## config.mk

```make
export PLATFORM = sky130hd
export DESIGN_NAME = shift_reg_piso_tx
export DESIGN_NICKNAME = d
export VERILOG_FILES = /design/src/rtl/shift_reg_piso_tx.sv
export SDC_FILE = /design/constraint.sdc
export NUM_CORES = 1
export LEC_CHECK = 0
export BUFFER_PORTS_ARGS = -buffer_cell sky130_fd_sc_hd__buf_2
export CORE_AREA = 5 5 42 44
export CTS_BUF_LIST = sky130_fd_sc_hd__clkbuf_16
export DETAILED_ROUTE_END_ITERATION = 8
export DIE_AREA = 0 0 47 49
export GPL_ROUTABILITY_DRIVEN = 0
export PLACE_DENSITY = 0.67
export SLEW_MARGIN = 20
export SYNTH_ARGS = -nofsm -noshare
export SYNTH_HDL_FRONTEND = slang
export SYNTH_SLANG_ARGS = --single-unit
```

## constraint.sdc

```tcl
create_clock -name clk -period 2.6 [get_ports clk]
set_clock_uncertainty 0.2 [all_clocks]
set_input_delay 0.13 -clock clk [delete_from_list [all_inputs] [get_ports clk]]
set_output_delay 0.13 -clock clk [all_outputs]
set_load 0.01 [all_outputs]
```

## src/rtl/shift_reg_piso_tx.sv

```systemverilog
// rtl/shift_reg_piso_tx.sv - parallel-in/serial-out transmitter with sof/eof framing
module shift_reg_piso_tx #(
    parameter int WIDTH     = 4,
    parameter bit MSB_FIRST = 1'b1
) (
    input  logic             clk,
    input  logic             reset,
    input  logic [WIDTH-1:0] d,
    input  logic             d_valid,
    output logic             d_ready,
    input  logic             shift_en,
    output logic             sout,
    output logic             sout_valid,
    output logic             sof,
    output logic             eof,
    output logic             busy
);

    localparam int CW = (WIDTH > 2) ? $clog2(WIDTH) : 1;
    localparam logic [CW-1:0] CNT_MAX = CW'(WIDTH - 1);
    localparam logic [CW-1:0] CNT_ZERO = '0;

    typedef enum logic {
        IDLE  = 1'b0,
        SHIFT = 1'b1
    } state_t;

    state_t           state, state_nxt;
    logic [WIDTH-1:0] shreg, shreg_nxt;
    logic [CW-1:0]    cnt, cnt_nxt;
    logic             last_bit;
    logic             accept;

    assign last_bit = (state == SHIFT) && (cnt == CNT_ZERO);

    // Ready depends only on state, count and strobe so the source never sees a loop through d_valid.
    assign d_ready = !reset && ((state == IDLE) || (last_bit && shift_en));
    assign accept  = d_valid && d_ready;

    always_comb begin
        state_nxt = state;
        shreg_nxt = shreg;
        cnt_nxt   = cnt;
        case (state)
            IDLE: begin
                if (accept) begin
                    state_nxt = SHIFT;
                    shreg_nxt = d;
                    cnt_nxt   = CNT_MAX;
                end
            end
            SHIFT: begin
                if (shift_en) begin
                    if (cnt != CNT_ZERO) begin
                        shreg_nxt = MSB_FIRST ? (shreg << 1) : (shreg >> 1);
                        cnt_nxt   = cnt - 1'b1;
                    end else if (accept) begin
                        shreg_nxt = d;
                        cnt_nxt   = CNT_MAX;
                    end else begin
                        state_nxt = IDLE;
                    end
                end
            end
            default: state_nxt = IDLE;
        endcase
    end

    always_ff @(posedge clk) begin
        if (reset) begin
            state <= IDLE;
            shreg <= '0;
            cnt   <= '0;
        end else begin
            state <= state_nxt;
            shreg <= shreg_nxt;
            cnt   <= cnt_nxt;
        end
    end

    // All serial-side outputs decode registered state only.
    always_comb begin
        sout_valid = (state == SHIFT);
        busy       = sout_valid;
        sout       = 1'b0;
        sof        = 1'b0;
        eof        = 1'b0;
        if (state == SHIFT) begin
            sout = MSB_FIRST ? shreg[WIDTH-1] : shreg[0];
            sof  = (cnt == CNT_MAX);
            eof  = (cnt == CNT_ZERO);
        end
    end

endmodule

```

==> results of run 1 <==
sequential cells by signal (all words and copies together) (netlist names):
| name | flops |
|---|---|
| busy | 1 |
| cnt | 2 |
| shreg | 4 |
metrics by stage:
| step | instance area [µm²] | power [mW] |
|---|---|---|
| floorplan | 437.9 | 0.1764 |
| global placement | 489.2 | 0.1905 |
| detailed placement | 489.2 | 0.1907 |
| CTS | 598.1 | 0.4570 |
| global route | 598.1 | 0.4766 |
| finish | 598.1 | 0.4493 |
cell usage in the layout, fill, tap and decap left out, types with 2 or more instances in the layout:
| cell | instances |
|---|---|
| a21oi_1 | 4 |
| buf_2 | 13 |
| clkbuf_16 | 3 |
| dfxtp_1 | 7 |
| dlygate4sd3_1 | 3 |
| inv_1 | 5 |
| nand2_1 | 5 |
| nand3_1 | 2 |
| nor2_1 | 6 |
| o21a_1 | 2 |
| o21ai_0 | 2 |
| o22ai_1 | 2 |
final timing paths:
path | from | endpoint | slack (ns)
setup reg to reg | busy | shreg[1] | 0.93
hold / removal | d_valid | busy | 0.04
setup / recovery | busy | eof | 0.84
hold reg to reg | shreg[2] | shreg[2] | 0.28
critical path, stage by stage (launching register included):
cell and delay [ns]:
dfxtp_1 0.62, inv_1 0.22, nor3_1 0.19, buf_2 0.16
layer usage:
layer / track usage, % / part of all wire (%) / up-vias
li1: - / - / 229
met1: 13.88 / 47 / 203
met2: 14.93 / 42 / 13
met5: 0 / 0 / -
met4: 4.147 / 1.9 / 0
met3: 7.011 / 8.6 / 4
logic make-up after synthesis:
kind of cell              after synthesis  synth area share, %
AOI/OAI and AO/OA                      20                34.86
and+or+nand+nor                        18                20.00
buffers and inverters                   8                11.14
DFF                                     7                32.00
xor gates and xnor gates                1                2.000
power breakdown:
group | total, mW | switching (mW) | internal, mW
Clock | 0.256 | 0.0564 | 0.200
Combinational | 0.0618 | 0.0319 | 0.0300
Sequential | 0.131 | 0.0133 | 0.118
area by class of cell:
type	instances	area (µm²)	area share [%]
multi-input cells	39	249.0	41.63
flip-flops and latches	7	140.1	23.43
repair buffers	16	95.09	15.90
clock buffers	3	75.07	12.55
well taps	16	20.02	3.347
inverters	4	15.01	2.510
clock inverters	1	3.754	0.6276
==> metrics.yaml, run 1 <==
outcome:
  run_status: "complete, no violations"
worst_setup_path:
  reg2reg_depth: 4
  critPathArrivalTime_ns: 1.43
  path_max_fanout: 13
  worst_setup_path_start_kind: "flip-flop"
  timing.critical_path.to_type: "output pin"
  critical_path_class: "flip-flop to output pin"
  data_required_critical_path_ns: 2.27
pwr:
  p_per_area_nw_per_um2: 751.2
  power.ir.vdd_worst_mv: 0.5168
  total_leakage_power_nw: 0.2672
synth:
  syn_inst: 54
  synth_area_leaders: "dfxtp_1 (32%), buf_6 (5.1%), nor2_1 (5.1%)"
  synth_async_sr_flop_share_pct: 0
  post_synth_num_cell_types: 28
  postSynthRegisterBits: 7
  syn-num-nets: 62
  yosys.area.top_type: "dfxtp_1"
  synth_edf_count: 0
  synth.cell_area_um2: 437.9
  synth_top_area_share_pct: 32.00
  synth.cells.most_frequent: "dfxtp_1 (7), nor2_1 (6), nand2_1 (5)"
  synth-seq-area-share_pct: 32.00
  yosys_warnings: 0
  synthesis.area_per_instance_um2: 8.110
  synth_ff_type: "dfxtp_1"
  synth_most_common_cell: "dfxtp_1"
detailed_routing:
  postRouteAntennaNets: 0
  detail_route.first_pass.iterations: 4
  drtIter0Drc: 7
  wl_per_cell_um: 11.85
  post-route-drc-count: 0
  routed_wl_mm: 1.019
  avgViaCountPerCell: 5.221
  detailed_route_via_count: 449
global_routing:
  grt_usage_pct: 11.06
  gr-total-overflow: 0
  grt_pass1_vias: 432
  grt_first_pass_wirelength_mm: 1.807
  grt_max_degree: 14
  number_of_antenna_violations_at_the_first_check_in_global_routing: 0
cts:
  cts_buffer_depth: 2
  cts_tree: "done"
  clk_transition_reported_paths_ns: 0.04
  worst_skew_pair.late_latency_ns: 0.23
  htreeDepth: 1
  post_cts_resized: 0
  post-cts-setup-buffer-count: 0
  clock-root-buffer: "clkbuf_16"
  numClockSinks: 7
  num_cts_buffers: 3
  cts.hold.buffers_added: 3
finish:
  finalCoreUtilization_pct: 42.68
  fillerInstances: 138
  final_layout_size_suffix_gt1_share_pct: 28.57
  non_filler_cells_final: 86
  area_delta_synth_final_pct: 36.57
  insertedDiodeCount: 0
  final_net_count: 79
sta:
  timing.final.max_slew_violations: 0
  timing.max_slew.rel_slack_pct: 67.13
  postLayoutSetupSlackWorst_ns: 0.8414
  hold_viol: 0
  finalCriticalPeriod_ns: 1.759
  timing.fmax_mhz: 568.6
  setup_viol: 0
  hold_slack_ns: 0.04321
  setup_repair_after_global_routing_missed_its_margin: "false"
  finalCritPeriodShare_pct: 67.64
  fin_setup_tns_ns: 0
  worst_slew_pin_slew_ns: 0.4924
floorplan:
  die_width_um: 47
  die_height_um: 49
  dieArea_um2: 2303
  core.rowCount: 14
  num_io_pins: 14
  initial_utilization_pct: 31.25
  floorplan.core_area_um2: 1401
run:
  timing.max_cap.violations: 0
place:
  number_of_placed_cells_counting_well_taps: 79
  pre_cts_ws_ns: 0.9562
  hpwl_um: 729.7
  placement.io_buffers: 13
worst_hold_path:
  hold_path.class: "input port to flip-flop"
  cell_depth_of_the_worst_hold_path: 3
Power figures use the tool's default switching activity.
==> run 2: changes to the inputs <==
PLACE_DENSITY = 0.69   (was 0.67)
clock period = 1.5 ns   (was 2.6 ns; I/O delays follow)
==> run 2 against run 1 <==
  * The run now ends with negative setup slack left
  * Flip-flop and latch count unchanged
  * Core utilization rose by 3.3 points
  * Critical path type is now flip-flop to flip-flop
  * Via count grew 8.0%
  * Cell count up 5.8%
  * Global-route usage rose by 0.14 points
  * Register-to-register slack worse by 0.95 ns
  * Highest routed layer is now met3
  * Worst setup slack worse by 0.86 ns
  * First-iteration DRC count fell by 29%
  * Clock power grew 77%
==> metrics.yaml, run 2 (synthesized netlist as in run 1, its figures left out) <==
outcome:
  run_status: "finished with violations"
  failed_checks: "negative setup slack"
sta:
  timing.max_slew.rel_slack_pct: 76.76  # +9.6 points
  hold_viol: 0  # unchanged
  worst_slew_pin_slew_ns: 0.3478  # -0.1447 ns
  finalCritPeriodShare_pct: 101.1
  timing.final.max_slew_violations: 0  # unchanged
  setup_viol: 2  # +2
  postLayoutSetupSlackWorst_ns: -0.01682  # -0.8582 ns
  timing.fmax_mhz: 659.3
  setup_repair_after_global_routing_missed_its_margin: "true"
  finalCriticalPeriod_ns: 1.517
floorplan:
  die_width_um: 47  # unchanged
  num_io_pins: 14  # unchanged
  die_height_um: 49  # unchanged
  initial_utilization_pct: 31.25  # unchanged
  core.rowCount: 14  # unchanged
  floorplan.core_area_um2: 1401  # unchanged
  dieArea_um2: 2303  # unchanged
global_routing:
  grt_util_met3_pct: 3.321  # -3.7 points
  groute.layer.met1.usage_pct: 13.66  # -0.22 points
  grt_pass1_vias: 478  # +11%
  met2_layer_usage_reported_by_global_route_pct: 16.52  # +1.6 points
  gr-total-overflow: 0  # unchanged
  grt_first_pass_wirelength_mm: 1.883  # +4.2%
  grt_max_degree: 10  # -4
  grt_usage_pct: 11.21  # +0.14 points
  peak_usage_layer_in_the_global_routing_report: "met2"
  number_of_antenna_violations_at_the_first_check_in_global_routing: 0  # unchanged
cts:
  post-cts-setup-buffer-count: 0  # unchanged
  cts_tree: "done"
  htreeDepth: 1  # unchanged
  clock-root-buffer: "clkbuf_16"
  cts_buffer_depth: 2  # unchanged
  worst_skew_pair.late_latency_ns: 0.23  # about the same
  clk_transition_reported_paths_ns: 0.04  # about the same
  num_cts_buffers: 3  # unchanged
  numClockSinks: 7  # unchanged
pwr:
  power.ir.vdd_worst_mv: 0.6557  # +27%
  comb_power_share_pct: 17.5  # +3.7 points
  internal_power_of_the_cells_mw: 0.6175  # +78%
  clkPwrFrac_pct: 55.8  # -1.2 points
  power.switching_fraction_pct: 23.72  # +1.1 points
  total_leakage_power_nw: 0.2906  # +8.8%
  p_per_area_nw_per_um2: 1256  # +67%
  power.sequential.fraction_pct: 26.6  # -2.6 points
  finalPower_mw: 0.8095  # +80%
  power_switching_mw: 0.1920  # +89%
finish:
  final_cell_area_um2: 644.4  # +7.7%
  area_delta_synth_final_pct: 47.14
  regMostFlops: "shreg"
  non_filler_cells_final: 91  # +5.8%
  multi_input_area_um2: 254.0  # +2.0%
  final_layout_size_suffix_gt1_share_pct: 34.67  # +6.1 points
  largest_register_ffs: 4  # unchanged
  final_net_count: 84  # +6.3%
  insertedDiodeCount: 0  # unchanged
  fillerInstances: 145  # +5.1%
  ff_latch_area_um2: 141.4  # +0.89%
  layout_commonest_cell: "buf_2"
  finalCoreUtilization_pct: 45.98  # +3.3 points
  layout.cells.most_common_list: "buf_2 (13), nor2_1 (6), dfxtp_1 (6)"
place:
  placement.io_buffers: 13  # unchanged
  number_of_placed_cells_counting_well_taps: 83  # +5.1%
  pre_cts_ws_ns: -0.01482  # -0.9710 ns
  hpwl_um: 856.5  # +17%
  detailed_place.area_um2: 519.2  # +6.1%
detailed_routing:
  routed_wl_mm: 1.223  # +20%
  avgViaCountPerCell: 5.330  # +2.1%
  wl_per_cell_um: 13.44  # +13%
  postRouteAntennaNets: 0  # unchanged
  post-route-drc-count: 0  # unchanged
  detail_route.first_pass.iterations: 4  # unchanged
  detailed_route_via_count: 485  # +8.0%
  drtIter0Drc: 5  # -2
worst_hold_path:
  hold_path.class: "input port to flip-flop"
worst_setup_path:
  path_max_fanout: 4  # -9
  worst_setup_path_start_kind: "flip-flop"
  timing.critical_path.to_type: "flip-flop"
  critPathArrivalTime_ns: 1.42  # about the same
  critical_path_class: "flip-flop to flip-flop"
  data_required_critical_path_ns: 1.40  # -0.87 ns
run:
  timing.max_cap.violations: 0  # unchanged
-- run 2: what timing repair did --
| item | in CTS | in global routing |
|---|---|---|
| setup endpoints to repair | 2 | 3 |
| gates cloned | 0 | 0 |
| hold buffers | 4 | 0 |
| gates resized for setup | 1 | 2 |
| endpoints found under the hold margin | 5 | 0 |
| pin swaps | 0 | 2 |
-- run 2: routing by layer --
metal	wire length (µm)	share of wire (%)
met1	575	47
met2	569	47
met3	78	6.4
met4	0	0
met5	0	0
-- run 2: critical path, stage by stage, from the launching register on --
cell	delay [ns]
dfxtp_2	0.31
or3b_4	0.43
a211oi_2	0.23
o21a_1	0.16
a211oi_1	0.05
-- run 2: path summary, 6_finish.rpt --
kind	start	to	slack [ns]	depth (start not counted)
worst max-delay path	cnt[0]	shreg[0]	-0.02	4
worst min-delay path	d[3]	shreg[3]	0.02	5
worst max register to register	cnt[0]	shreg[0]	-0.02	4
worst min register to register	shreg[2]	shreg[2]	0.29	2
-- run 2: through the flow --
stage,hold slack (ns),setup TNS (ns)
6_report,0.01567,-0.02686
5_1_grt,0.06406,-0.1626
4_1_cts,0.01989,-0.05312
3_5_place_dp,0.08291,-0.01482
3_3_place_gp,0.08166,0
2_1_floorplan,-0.05593,-0.04303
-- run 2: power groups by stage --
stage / sequential [mW] / clock, mW / combinational (mW)
floorplan: 0.218 / 0 / 0.0882
global placement: 0.216 / 0 / 0.126
detailed placement: 0.217 / 0 / 0.129
CTS: 0.215 / 0.454 / 0.140
global route: 0.217 / 0.465 / 0.156
finish: 0.216 / 0.452 / 0.142
-- run 2: layout make-up --
type / count / area share [%]
repair buffers: 21 / 20.97
inverters: 4 / 2.330
well taps: 16 / 3.107
multi-input cells: 39 / 39.42
flip-flops and latches: 7 / 21.94
clock inverters: 1 / 0.5825
clock buffers: 3 / 11.65
